==> config.mk <==
export PLATFORM = sky130hd
export DESIGN_NAME = booth_mul_seq
export DESIGN_NICKNAME = d
export VERILOG_FILES = /design/src/rtl/mul_pkg.sv /design/src/rtl/booth_enc.sv /design/src/rtl/booth_mul_seq.sv
export SDC_FILE = /design/constraint.sdc
export NUM_CORES = 1
export LEC_CHECK = 0
export BUFFER_PORTS_ARGS = -buffer_cell sky130_fd_sc_hd__buf_2
export CAP_MARGIN = 15
export CORE_MARGIN = 4
export CORE_UTILIZATION = 35
export DETAILED_ROUTE_END_ITERATION = 7
export PLACE_DENSITY = 0.59
export SLEW_MARGIN = 20
export SYNTH_ARGS = -nofsm -noshare
export SYNTH_HDL_FRONTEND = slang
export SYNTH_HIERARCHICAL = 1
export SYNTH_SLANG_ARGS = --single-unit
export TNS_END_PERCENT = 5
==> constraint.sdc <==
create_clock -name clk -period 11.8 [get_ports clk]
set_clock_uncertainty 0.1 [all_clocks]
set_input_delay 2.36 -clock clk [delete_from_list [all_inputs] [get_ports clk]]
set_output_delay 2.36 -clock clk [all_outputs]
set_load 0.02 [all_outputs]
==> src/rtl/mul_pkg.sv <==
// Shared types for the sequential Booth multiplier: FSM states, radix-4 digit
// controls, and the iteration-count helper.
package mul_pkg;

  typedef enum logic [1:0] {IDLE, CALC, DONE} state_t;

  // Radix-4 digit as magnitude select (one/two) plus negate.
  typedef struct packed {
    logic neg;
    logic one;
    logic two;
  } booth_dig_t;

  function automatic int calc_iter(input int width);
    return width / 2 + 1;
  endfunction

  function automatic booth_dig_t booth_decode(input logic [2:0] win);
    booth_dig_t d;
    d = '0;
    case (win)
      3'b001, 3'b010: d.one = 1'b1;
      3'b011:         d.two = 1'b1;
      3'b100:         begin d.neg = 1'b1; d.two = 1'b1; end
      3'b101, 3'b110: begin d.neg = 1'b1; d.one = 1'b1; end
      default:        d = '0;
    endcase
    return d;
  endfunction

endpackage

==> src/rtl/booth_enc.sv <==
// Combinational radix-4 Booth partial product: window digit times the extended
// multiplicand, sign-extended to accumulator width, not yet shifted.
module booth_enc
  import mul_pkg::*;
#(
  parameter int WIDTH = 32
) (
  input  logic [2:0]         win,
  input  logic [WIDTH+1:0]   a,
  output logic [2*WIDTH+3:0] pp
);

  localparam int AW = 2 * WIDTH + 4;

  booth_dig_t     dig;
  logic [AW-1:0]  a_ext;
  logic [AW-1:0]  mag;

  always_comb begin
    dig   = booth_decode(win);
    a_ext = {{(AW - WIDTH - 2){a[WIDTH+1]}}, a};
    mag   = '0;
    if (dig.one) begin
      mag = a_ext;
    end else if (dig.two) begin
      mag = a_ext << 1;
    end
    pp = dig.neg ? -mag : mag;
  end

endmodule

==> src/rtl/booth_mul_seq.sv <==
// Sequential radix-4 Booth multiplier, signed/unsigned per transaction, with a
// tag carried alongside. One digit per cycle, WIDTH/2+1 cycles per product.
module booth_mul_seq
  import mul_pkg::*;
#(
  parameter int WIDTH = 32,
  parameter int TAG_W = 1
) (
  input  logic               clk,
  input  logic               rst,
  input  logic               in_valid,
  output logic               in_ready,
  input  logic [WIDTH-1:0]   in_a,
  input  logic [WIDTH-1:0]   in_b,
  input  logic               in_signed,
  input  logic [TAG_W-1:0]   in_tag,
  output logic               out_valid,
  input  logic               out_ready,
  output logic [2*WIDTH-1:0] out_prod,
  output logic               out_zero,
  output logic [TAG_W-1:0]   out_tag
);

  localparam int ITER = calc_iter(WIDTH);
  localparam int EW   = WIDTH + 2;
  localparam int AW   = 2 * WIDTH + 4;
  localparam int CW   = $clog2(ITER);
  localparam logic [CW-1:0] LAST = CW'(ITER - 1);

  state_t          state, state_nxt;
  logic [CW-1:0]   count;
  logic [EW-1:0]   a_q;
  logic [EW:0]     b_q;
  logic [AW-1:0]   acc;
  logic [AW-1:0]   pp;
  logic [AW-1:0]   pp_sh;
  logic [TAG_W-1:0] tag_q;
  logic [EW-1:0]   a_ext;
  logic [EW-1:0]   b_ext;
  logic            accept;

  assign a_ext  = {{2{in_signed & in_a[WIDTH-1]}}, in_a};
  assign b_ext  = {{2{in_signed & in_b[WIDTH-1]}}, in_b};
  assign accept = in_valid && in_ready;

  // b_q holds the multiplier with b[-1] appended; shifting right by two each
  // cycle keeps the current Booth window in the low three bits.
  booth_enc #(.WIDTH(WIDTH)) u_enc (
    .win (b_q[2:0]),
    .a   (a_q),
    .pp  (pp)
  );

  assign pp_sh = pp << {count, 1'b0};

  always_comb begin
    state_nxt = state;
    case (state)
      IDLE: if (accept) state_nxt = CALC;
      CALC: if (count == LAST) state_nxt = DONE;
      DONE: if (out_ready) state_nxt = IDLE;
      default: state_nxt = IDLE;
    endcase
  end

  always_ff @(posedge clk or negedge rst) begin
    if (!rst) begin
      state <= IDLE;
      count <= '0;
      a_q   <= '0;
      b_q   <= '0;
      acc   <= '0;
      tag_q <= '0;
    end else begin
      state <= state_nxt;
      if (accept) begin
        a_q   <= a_ext;
        b_q   <= {b_ext, 1'b0};
        acc   <= '0;
        count <= '0;
        tag_q <= in_tag;
      end else if (state == CALC) begin
        acc   <= acc + pp_sh;
        b_q   <= b_q >> 2;
        count <= (count == LAST) ? '0 : count + CW'(1);
      end
    end
  end

  // Result outputs are gated by out_valid so they read zero outside DONE.
  assign in_ready  = (state == IDLE) && rst;
  assign out_valid = (state == DONE);
  assign out_prod  = out_valid ? acc[2*WIDTH-1:0] : '0;
  assign out_zero  = out_valid && (acc[2*WIDTH-1:0] == '0);
  assign out_tag   = out_valid ? tag_q : '0;

endmodule

==> impl_metrics.csv <==
group,metric,value,unit
status,outcome,"finished clean",
final_layout,regArea,3485,um2
clock_tree,path_clk_slew,0.06,ns
placement,routabilityCongestion,1.025,
placement,detailed_place_hpwl,41640,um
job,maxCapViolations,0,
route,routedWlPerCell,20.69,um
timing,setup_tns,0,ns
grt,grt_pass1_wl,83600,um
clock_tree,cts_buffers,17,
final_layout,final_cells,2593,
floorplan,dieArea,46630,um2
setup_path,path_max_fanout,23,
setup_path,critPathCapture,"acc[61]",
setup_path,slowest_stage,"dfrtp_1",
min_path,min_delay_path_depth,2,
setup_path,r2r_start,"b_q[1]",
final_layout,nFillCells,4376,
route,drc,0,
setup_path,cp-start-kind,"flop",
timing,fin_crit_sh,68.18,%
setup_path,setup.worst_path.start,"b_q[1]",
setup_path,endpoint_kind,"flop",
clock_tree,cts_resized,0,
synth,postSynthAreaPerCell,7.620,um2
setup_path,crit_path_frequent_cell,"o21ai_0",
timing,drv_slew,0,
setup_path,criticalPathCategory,"reg2reg",
floorplan,design.core.area,42320,um2
timing,setup_viol,0,
route,final_antenna_net_count,0,
floorplan,die_h,215.9,um
route,dr.pass1.iters,6,
grt,grt_usage,22.35,%
final_layout,area_growth,10.07,%
synth,synth_nets,2123,
setup_path,cp_num_buf_inv,0,
clock_tree,cts_root_buf,"clkbuf_16",
setup_path,worstPathCellList,"or3b_2, o21ai_2, a22oi_1, ha_1, a21boi_0, nor4bb_1, nand3_1, nor4_1, a41oi_1, xnor2_1, mux4_2, nand2_1, o21ai_0, o21ai_0, o22ai_1, ha_1, a21oi_1, o21ai_0, a21o_1, a221o_1, nor3b_1, o211ai_1, xnor2_1, o21ai_0",
clock_tree,insertion_delay,0.46,ns
setup_path,cp.arrival,8.24,ns
placement,io_buffer_count,137,
route,routed_via_density,5.865,
route,dr_total_vias,15207,
grt,grt_pass1_vias,14549,
final_layout,multi_input_area,10890,um2
min_path,min_path_type,"reg2reg",
setup_path,path_delay_family,"compound AO/OA/AOI/OAI gates",
grt,grt_max_degree,89,
final_layout,nNetsFinal,2140,
clock_tree,clock_path_buffers,2,
route,drt_first_iter_violations,1513,
setup_path,worstPathRequired,12.00,ns
final_layout,n_antenna_cell,0,
setup_path,worstSetupPathDepth,24,
timing,layout_min_cycle_time,8.045,ns
setup_path,r2r-end,"acc[61]",
synth,synth_cells,1986,
timing,worst_pin_slew,0.9552,ns
placement,placedCellCount,2561,
timing,fmax,124.3,MHz
clock_tree,cts_setup_buffers,0,
clock_tree,postCtsHoldBufs,0,
floorplan,io_pins,138,
setup_path,crit_path_max_incr_delay,0.81,ns
clock_tree,clock_sinks,139,
timing,rsz0062_at_grt,"no",
setup_path,rr_worst_depth,24,
clock_tree,htreeDepth,4,
synth,ys_warn_count,6,
final_layout,drive_above_1_share,15.23,%
clock_tree,tritoncts,"built",
timing,relSlewSlack,36.32,%
setup_path,regToRegSetupSlack,3.75,ns
route,wirelength,53660,um
floorplan,die_w,215.9,um
grt,antenna_found_initial,3,
floorplan,initial_utilization,35.76,%
timing,final_hold_viol_count,0,
synth,synth_area,15130,um2
floorplan,core.rowCount,75,
timing,hold_slack,0.3759,ns
grt,gr-total-overflow,0,
## registers in the layout (all words and copies together) (netlist names)
signal	cells
a_q	33
count	5
tag_q	1
acc	64
b_q	34
state	2
## metrics by stage
step                instance area (um2)  worst slack (ns)  utilization (%)
floorplan                         15130             5.204                -
global placement                  16060             3.935            37.94
detailed placement                16060             3.878            37.94
CTS                               16640             3.943            39.33
global route                      16660             3.220            39.36
finish                            16660             3.755            39.36
## per-layer routing
| layer | global-route usage, % | part of all wire, % |
|---|---|---|
| met5 | 0 | 0.048 |
| met4 | 10.09 | 4.9 |
| met3 | 5.288 | 8.2 |
| met2 | 33.77 | 43 |
| met1 | 30.38 | 44 |
## worst min path at each step
stage,start,to,slack (ns)
after floorplan,b_q[10],b_q[10],0.35
after global placement,b_q[21],b_q[21],0.36
after detailed placement,b_q[17],b_q[17],0.36
after CTS,b_q[17],b_q[17],0.38
after global routing,b_q[17],b_q[17],0.40
final,b_q[17],b_q[17],0.38
## area by class of cell
| type | count | share of cell area [%] |
|---|---|---|
| clock buffers | 18 | 2.576 |
| clock inverters | 14 | 0.9615 |
| inverters | 39 | 0.8788 |
| multi-input cells | 1651 | 65.36 |
| flip-flops and latches | 139 | 20.92 |
| well taps | 577 | 4.334 |
| repair buffers | 155 | 4.965 |
## tightest hold or removal path, delay by kind of cell, from the launching register on
kind,cells,cell delay (ns)
simple gates,2,0.10
flops,1,0.34
## cell usage in the layout (no fill, tap or decap), types with 18 or more instances in the layout
| cell type | instances |
|---|---|
| nand2_1 | 347 |
| o21ai_0 | 160 |
| a21oi_1 | 141 |
| dfrtp_1 | 136 |
| buf_2 | 136 |
| nor2_1 | 134 |
| and2_1 | 81 |
| ha_1 | 66 |
| mux2i_1 | 63 |
| xnor2_1 | 51 |
| nand3_1 | 50 |
| a22oi_1 | 50 |
| mux2_2 | 48 |
| xor2_1 | 47 |
| o22ai_1 | 38 |
| inv_1 | 37 |
| mux4_2 | 31 |
| nand4_1 | 31 |
| a21o_1 | 30 |
| a211oi_1 | 23 |
| nor4_1 | 21 |
| buf_4 | 18 |
Power is not shown: default switching activity piles up to over one toggle a cycle in this logic, so the estimate is an artifact.
